`src/rtl/harmonic_engine.sv`:
```
`default_nettype none
// +--------------------------------------------------------------------------+
// | Module : harmonic_engine                                                 |
// | Brief  : Additive-synthesis core. On each sample tick it walks up to N   |
// |          harmonics of a fundamental, advances each harmonic's stored     |
// |          phase, looks up an external sine LUT and sums the scaled taps.  |
// |          Amplitude decays linearly per harmonic; harmonics at or above   |
// |          Nyquist end the frame early.                                    |
// | Rev    : 1.0  initial release                                            |
// +--------------------------------------------------------------------------+
module harmonic_engine #(
  parameter int NUM_HARMONICS = 64,
  parameter int PHASE_BITS    = 24,
  parameter int LUT_ADDR_BITS = 11,
  parameter int LUT_LATENCY   = 2,
  parameter int ACC_BITS      = 32,
  parameter int OUT_BITS      = 16,
  parameter int OUT_SHIFT     = 2
) (
  input  logic                        clk_i,
  input  logic                        rst_ni,
  input  logic                        sample_tick_i,
  input  logic [PHASE_BITS-1:0]       frequency_i,
  input  logic [7:0]                  harmonic_cnt_i,
  input  logic                        odd_only_i,
  input  logic [6:0]                  decay_i,
  output logic [LUT_ADDR_BITS-1:0]    lut_addr_o,
  input  logic signed [15:0]          lut_data_i,
  output logic signed [OUT_BITS-1:0]  sample_out_o,
  output logic                        sample_valid_o,
  output logic                        busy_o,
  output logic                        overrun_o
);

  // Harmonic count is carried in 8 bits, so the RAM depth must not exceed 255.
  localparam int IDX_W  = (NUM_HARMONICS > 1) ? $clog2(NUM_HARMONICS) : 1;
  localparam int INC_W  = PHASE_BITS + 2;  // holds inc below Nyquist plus one 2*f step
  localparam int WAIT_W = (LUT_LATENCY > 1) ? $clog2(LUT_LATENCY + 1) : 1;
  localparam int PROD_W = 25;

  localparam logic [7:0]       MAX_CNT  = 8'(NUM_HARMONICS);
  localparam logic [INC_W-1:0] NYQ      = INC_W'(1) << (PHASE_BITS - 1);
  localparam logic [IDX_W-1:0] LAST_IDX = IDX_W'(NUM_HARMONICS - 1);
  localparam logic [WAIT_W-1:0] LAST_WAIT = WAIT_W'(LUT_LATENCY - 1);
  localparam logic signed [ACC_BITS-1:0] OUT_MAX =
    {{(ACC_BITS-OUT_BITS+1){1'b0}}, {(OUT_BITS-1){1'b1}}};
  localparam logic signed [ACC_BITS-1:0] OUT_MIN =
    {{(ACC_BITS-OUT_BITS+1){1'b1}}, {(OUT_BITS-1){1'b0}}};

  typedef enum logic [2:0] {
    S_CLEAR = 3'd0,
    S_IDLE  = 3'd1,
    S_READ  = 3'd2,
    S_UPD   = 3'd3,
    S_WAIT  = 3'd4,
    S_MAC   = 3'd5,
    S_DONE  = 3'd6
  } state_t;

  state_t                      state_q;
  logic [IDX_W-1:0]            clr_idx_q;
  logic [7:0]                  k_q;
  logic [7:0]                  cnt_q;
  logic                        odd_q;
  logic [6:0]                  decay_q;
  logic [PHASE_BITS-1:0]       freq_q;
  logic [INC_W-1:0]            inc_q;
  logic [7:0]                  amp_q;
  logic signed [ACC_BITS-1:0]  acc_q;
  logic [WAIT_W-1:0]           wait_q;
  logic [LUT_ADDR_BITS-1:0]    lut_addr_q;
  logic signed [OUT_BITS-1:0]  sample_q;
  logic                        valid_q;
  logic                        busy_q;
  logic                        overrun_q;

  // Phase RAM: one accumulator per harmonic slot, synchronous read.
  logic [PHASE_BITS-1:0]       phase_ram [NUM_HARMONICS];
  logic [PHASE_BITS-1:0]       rdata_q;

  logic [7:0]                  cnt_clamp_d;
  logic [INC_W-1:0]            step_d;
  logic [INC_W-1:0]            inc_d;
  logic [7:0]                  amp_d;
  logic [7:0]                  k_d;
  logic [PHASE_BITS-1:0]       phase_d;
  logic signed [PROD_W-1:0]    prod_d;
  logic signed [ACC_BITS-1:0]  acc_d;
  logic                        stop_d;
  logic signed [ACC_BITS-1:0]  shifted_d;
  logic signed [OUT_BITS-1:0]  sample_d;
  logic                        ram_we_d;
  logic [IDX_W-1:0]            ram_waddr_d;
  logic [PHASE_BITS-1:0]       ram_wdata_d;

  assign cnt_clamp_d = (harmonic_cnt_i > MAX_CNT) ? MAX_CNT : harmonic_cnt_i;
  assign step_d      = odd_q ? {1'b0, freq_q, 1'b0} : {2'b00, freq_q};
  assign inc_d       = inc_q + step_d;
  assign amp_d       = (amp_q > {1'b0, decay_q}) ? (amp_q - {1'b0, decay_q}) : 8'd0;
  assign k_d         = k_q + 8'd1;
  assign phase_d     = rdata_q + inc_q[PHASE_BITS-1:0];
  // Signed LUT sample times unsigned amplitude, both widened to the product width.
  assign prod_d      = $signed({{(PROD_W-16){lut_data_i[15]}}, lut_data_i})
                     * $signed({{(PROD_W-8){1'b0}}, amp_q});
  assign acc_d       = acc_q + {{(ACC_BITS-PROD_W){prod_d[PROD_W-1]}}, prod_d};
  // inc is compared at full width so a wrapped phase step can never look sub-Nyquist.
  assign stop_d      = (k_d == cnt_q) || (amp_d == 8'd0) || (inc_d >= NYQ);
  // /128 removes the amplitude scale, OUT_SHIFT adds headroom.
  assign shifted_d   = acc_q >>> (7 + OUT_SHIFT);
  assign sample_d    = (shifted_d > OUT_MAX) ? OUT_MAX[OUT_BITS-1:0] :
                       (shifted_d < OUT_MIN) ? OUT_MIN[OUT_BITS-1:0] :
                                               shifted_d[OUT_BITS-1:0];

  assign ram_we_d    = (state_q == S_CLEAR) || (state_q == S_UPD);
  assign ram_waddr_d = (state_q == S_CLEAR) ? clr_idx_q : k_q[IDX_W-1:0];
  assign ram_wdata_d = (state_q == S_CLEAR) ? '0 : phase_d;

  // Phase RAM write port (clear sweep or phase write-back) and registered read.
  always_ff @(posedge clk_i) begin
    if (ram_we_d) begin
      phase_ram[ram_waddr_d] <= ram_wdata_d;
    end
    if (state_q == S_READ) begin
      rdata_q <= phase_ram[k_q[IDX_W-1:0]];
    end
  end

  // Frame sequencer: clear sweep, per-harmonic read/update/wait/MAC, output.
  always_ff @(posedge clk_i or negedge rst_ni) begin
    if (!rst_ni) begin
      state_q    <= S_CLEAR;
      clr_idx_q  <= '0;
      k_q        <= '0;
      cnt_q      <= '0;
      odd_q      <= 1'b0;
      decay_q    <= '0;
      freq_q     <= '0;
      inc_q      <= '0;
      amp_q      <= '0;
      acc_q      <= '0;
      wait_q     <= '0;
      lut_addr_q <= '0;
      sample_q   <= '0;
      valid_q    <= 1'b0;
      busy_q     <= 1'b1;
      overrun_q  <= 1'b0;
    end else begin
      valid_q   <= 1'b0;
      // Any tick outside IDLE is dropped; CLEAR swallows ticks silently.
      overrun_q <= sample_tick_i && (state_q != S_IDLE) && (state_q != S_CLEAR);
      case (state_q)
        S_CLEAR: begin
          clr_idx_q <= clr_idx_q + 1'b1;
          if (clr_idx_q == LAST_IDX) begin
            state_q <= S_IDLE;
            busy_q  <= 1'b0;
          end
        end
        S_IDLE: begin
          if (sample_tick_i) begin
            cnt_q   <= cnt_clamp_d;
            odd_q   <= odd_only_i;
            decay_q <= decay_i;
            freq_q  <= frequency_i;
            inc_q   <= {2'b00, frequency_i};
            amp_q   <= 8'd127;
            acc_q   <= '0;
            k_q     <= '0;
            busy_q  <= 1'b1;
            state_q <= (cnt_clamp_d == 8'd0) ? S_DONE : S_READ;
          end
        end
        S_READ: begin
          state_q <= S_UPD;
        end
        S_UPD: begin
          lut_addr_q <= phase_d[PHASE_BITS-1 -: LUT_ADDR_BITS];
          wait_q     <= '0;
          state_q    <= S_WAIT;
        end
        S_WAIT: begin
          wait_q <= wait_q + 1'b1;
          if (wait_q == LAST_WAIT) begin
            state_q <= S_MAC;
          end
        end
        S_MAC: begin
          acc_q   <= acc_d;
          k_q     <= k_d;
          inc_q   <= inc_d;
          amp_q   <= amp_d;
          state_q <= stop_d ? S_DONE : S_READ;
        end
        S_DONE: begin
          sample_q <= sample_d;
          valid_q  <= 1'b1;
          busy_q   <= 1'b0;
          state_q  <= S_IDLE;
        end
        default: begin
          state_q   <= S_CLEAR;
          clr_idx_q <= '0;
          busy_q    <= 1'b1;
        end
      endcase
    end
  end

  assign lut_addr_o     = lut_addr_q;
  assign sample_out_o   = sample_q;
  assign sample_valid_o = valid_q;
  assign busy_o         = busy_q;
  assign overrun_o      = overrun_q;

endmodule
`default_nettype wire

```
`config.mk`:
```
export PLATFORM = sky130hd
export DESIGN_NAME = harmonic_engine
export DESIGN_NICKNAME = d
export VERILOG_FILES = /design/src/rtl/harmonic_engine.sv
export SDC_FILE = /design/constraint.sdc
export NUM_CORES = 2
export LEC_CHECK = 0
export ABC_AREA = 0
export CAP_MARGIN = 20
export CORE_ASPECT_RATIO = 1.75
export CORE_MARGIN = 2
export CORE_UTILIZATION = 63
export DETAILED_ROUTE_END_ITERATION = 10
export PLACE_DENSITY = 0.79
export SYNTH_ARGS = -nofsm -noshare
export SYNTH_HDL_FRONTEND = slang
export SYNTH_SLANG_ARGS = --single-unit
```
`constraint.sdc`:
```
create_clock -name clk_i -period 8.96 [get_ports clk_i]
set_input_delay 0.896 -clock clk_i [delete_from_list [all_inputs] [get_ports clk_i]]
set_output_delay 0.896 -clock clk_i [all_outputs]
set_load 0.01 [all_outputs]
```
==> results.sh <==
export IMPL_drive_gt1_frac=0.225
export IMPL_finalCoreUtilization=0.706
export IMPL_async_flop_share=0.0904
export IMPL_antenna_found_initial=7
export IMPL_r2r_start="amp_q[1]"
export IMPL_crit_required_ns=9.69
export IMPL_dp_worst_setup_slack_ns=0.289
export IMPL_wire_per_inst_um=33.9
export IMPL_dr_pass1_iters=6
export IMPL_finalSetupViolCount=0
export IMPL_drt_initial_drc_count=5695
export IMPL_detail_route_antenna_nets=0
export IMPL_synth_flop_cell="edfxtp_1"
export IMPL_stdcell_count=5918
export IMPL_cts_made_buffers=143
export IMPL_netlist_instances=4108
export IMPL_grt_pass1_wl_mm=286
export IMPL_final_cell_mix="edfxtp_1, mux4_2, nand2_1"
export IMPL_viasPerCell=6.97
export IMPL_htreeDepth=4
export IMPL_die_y_um=459
export IMPL_placed_cells=5638
export IMPL_setup_tns_final_ns=0
export IMPL_area_growth_pct=11.2
export IMPL_fillers=6794
export IMPL_skew_ns=0.0308
export IMPL_syn_nets=4413
export IMPL_route_detailed_drc=0
export IMPL_cts_tree="built"
export IMPL_rsz0062_at_grt="false"
export IMPL_grt_pass1_vias=42700
export IMPL_yosys_warnings=0
export IMPL_seq_area_frac_synth=0.682
export IMPL_cp_start_kind="flip-flop"
export IMPL_final_max_slew_viol_count=0
export IMPL_min_period_over_period=0.902
export IMPL_cts_setup_buffers=0
export IMPL_path_class="flip-flop to flip-flop"
export IMPL_num_vias=41200
export IMPL_worst_pin_slew_ns=1.20
export IMPL_final_common_cell="edfxtp_1"
export IMPL_finalCriticalPeriod_ns=8.08
export IMPL_synth_edf_count=1560
export IMPL_hpwl_mm=115
export IMPL_drv_cap=0
export IMPL_r2r_cells=27
export IMPL_cts_max_path_buffers=3
export IMPL_cp_arrival_ns=8.82
export IMPL_yosysUniqueCellTypes=77
export IMPL_clk_pin_slew_ns=0.08
export IMPL_ioPinCount=89
export IMPL_cts_hold_buf=0
export IMPL_outcome="complete, no violations"
export IMPL_portBuffers=88
export IMPL_gp_congestion=0.913
export IMPL_dieArea_um2=121000
export IMPL_grt_use_total=0.329
export IMPL_clock_sinks=1715
export IMPL_critical_path_max_fanout=19
export IMPL_worst_slack_ns=0.876
export IMPL_hold_class="primary input to async pin"
export IMPL_rows=166
export IMPL_avgSynthCellArea_um2=18.1
export IMPL_ys_ff_latch=1715
export IMPL_maxSlewHeadroom=0.197
export IMPL_hold_viol=0
export IMPL_clockRootBuffer="clkbuf_16"
export IMPL_fp_coreArea_um2=117000
export IMPL_grt_ovfl_total=0
export IMPL_clkLatencyLatePin_ns=0.80
export IMPL_grt_start_max_net_pins=144
export IMPL_rrSetupSlack_ns=0.88
export IMPL_timing_rr_end="acc_q[31]"
export IMPL_end_kind="flip-flop"
export IMPL_clock_fmax_ghz=0.124
export IMPL_nets=4592
export IMPL_die_w_um=264
export IMPL_post_cts_resized=0
export IMPL_initial_core_util=0.635
export IMPL_drt_total_wl_mm=200
export IMPL_synth_area_um2=74400
-- cell type report --
class,count,area (µm²),share of cell area
diodes,5,12.5,0.000151
clock buffers,173,3820,0.0462
repair buffers,214,2080,0.0251
clock inverters,86,846,0.0102
inverters,192,721,0.00871
well taps,1512,1890,0.0229
flip-flops and latches,1715,50700,0.613
multi-input cells,2021,22600,0.273
-- cells by family (layout without fill, tap and decap cells) --
kind of cell / count (synthesis) / count (layout) / synth area share
AO/OA/AOI/OAI: 411 / 411 / 0.0351
buffers and inverters: 372 / 665 / 0.0190
flip-flops: 1715 / 1715 / 0.682
adder cells (fa/ha/maj): 246 / 246 / 0.0521
other: 0 / 5 / 0
AND/OR/NAND/NOR: 741 / 741 / 0.0448
XOR/XNOR: 93 / 93 / 0.0109
multiplexers: 530 / 530 / 0.156
-- worst max path at each step --
stage | from | to | slack (ns) | depth (start not counted)
after global routing | amp_q[1] | acc_q[31] | 0.47 | 27
final | amp_q[1] | acc_q[31] | 0.88 | 27
after CTS | amp_q[1] | acc_q[31] | 0.93 | 27
after detailed placement | lut_data_i[8] | acc_q[31] | 0.29 | 28
after global placement | lut_data_i[8] | acc_q[31] | 0.41 | 28
after floorplan | lut_data_i[8] | acc_q[31] | 1.84 | 27
-- per-layer routing --
layer	wire [µm]	part of all wire	global-route usage
met4	12700	0.064	0.178
met5	28	0.00014	0
met3	15300	0.076	0.0523
met1	62800	0.31	0.367
met2	109000	0.55	0.604
-- metrics by stage --
| step | area, µm² | hold WS (ns) |
|---|---|---|
| after detailed placement | 77700 | 0.471 |
| after floorplan | 74400 | 0.452 |
| after global placement | 77700 | 0.462 |
| after global routing | 82700 | 0.227 |
| after CTS | 82400 | 0.181 |
| final | 82700 | 0.173 |
-- worst max-delay path: stages, from the launching register on --
cell and delay [ns]:
dfrtp_1 0.84, nand2_1 0.16, fa_1 0.56, inv_1 0.07
fa_1 0.48, fa_1 0.55, inv_1 0.05, fa_1 0.48
inv_1 0.04, ha_1 0.36, a2111o_1 0.47, o21bai_2 0.22
a31oi_1 0.26, o21bai_1 0.14, a41oi_1 0.43, a21oi_1 0.22
a41o_1 0.32, mux2i_1 0.14, nand2_1 0.07, ha_1 0.36
and3_1 0.21, and2_1 0.18, nand2_1 0.08, nor4_1 0.41
o2111ai_2 0.20, and3_1 0.21, or4_1 0.40, nand3_1 0.09
-- flip-flops by register name, summed over array words and instances, names as in the netlist, 11 cells and up --
name          cells
rdata_q          24
acc_q            32
sample_out_o     16
phase_ram      1536
freq_q           24
inc_q            26
lut_addr_o       11
-- Yosys cell counts, types with 5 or more instances --
cell | number | share of area
o31ai_1 | 12 | 0.0012
a211o_1 | 5 | 0.00059
a21oi_1 | 97 | 0.0065
a21o_1 | 35 | 0.0035
ha_1 | 140 | 0.024
nand3b_1 | 13 | 0.0013
o21a_1 | 14 | 0.0014
a31oi_1 | 34 | 0.0029
nor2b_1 | 15 | 0.0013
a22oi_1 | 7 | 0.00071
nand2b_1 | 14 | 0.0012
a22o_1 | 5 | 0.00059
buf_2 | 12 | 0.00081
nor2_1 | 190 | 0.0096
a211oi_1 | 11 | 0.0011
inv_1 | 191 | 0.0096
mux4_2 | 504 | 0.15
nor4_1 | 7 | 0.00059
dfrtp_1 | 154 | 0.052
mux2_2 | 23 | 0.0035
clkbuf_1 | 124 | 0.0063
nand2_1 | 317 | 0.016
fa_1 | 106 | 0.029
o211ai_1 | 7 | 0.00071
nor3b_1 | 6 | 0.00061
o21bai_1 | 17 | 0.0017
and2_1 | 80 | 0.0067
nand3_1 | 34 | 0.0023
edfxtp_1 | 1560 | 0.63
o21ai_0 | 87 | 0.0059
or3_1 | 14 | 0.0012
o21ai_1 | 35 | 0.0024
buf_1 | 44 | 0.0022
nor3_1 | 28 | 0.0019
xnor2_1 | 54 | 0.0064
xor2_1 | 39 | 0.0046
and3_1 | 11 | 0.00092
Power is not shown: default switching activity piles up to over one toggle a cycle in this logic, so the estimate is an artifact.
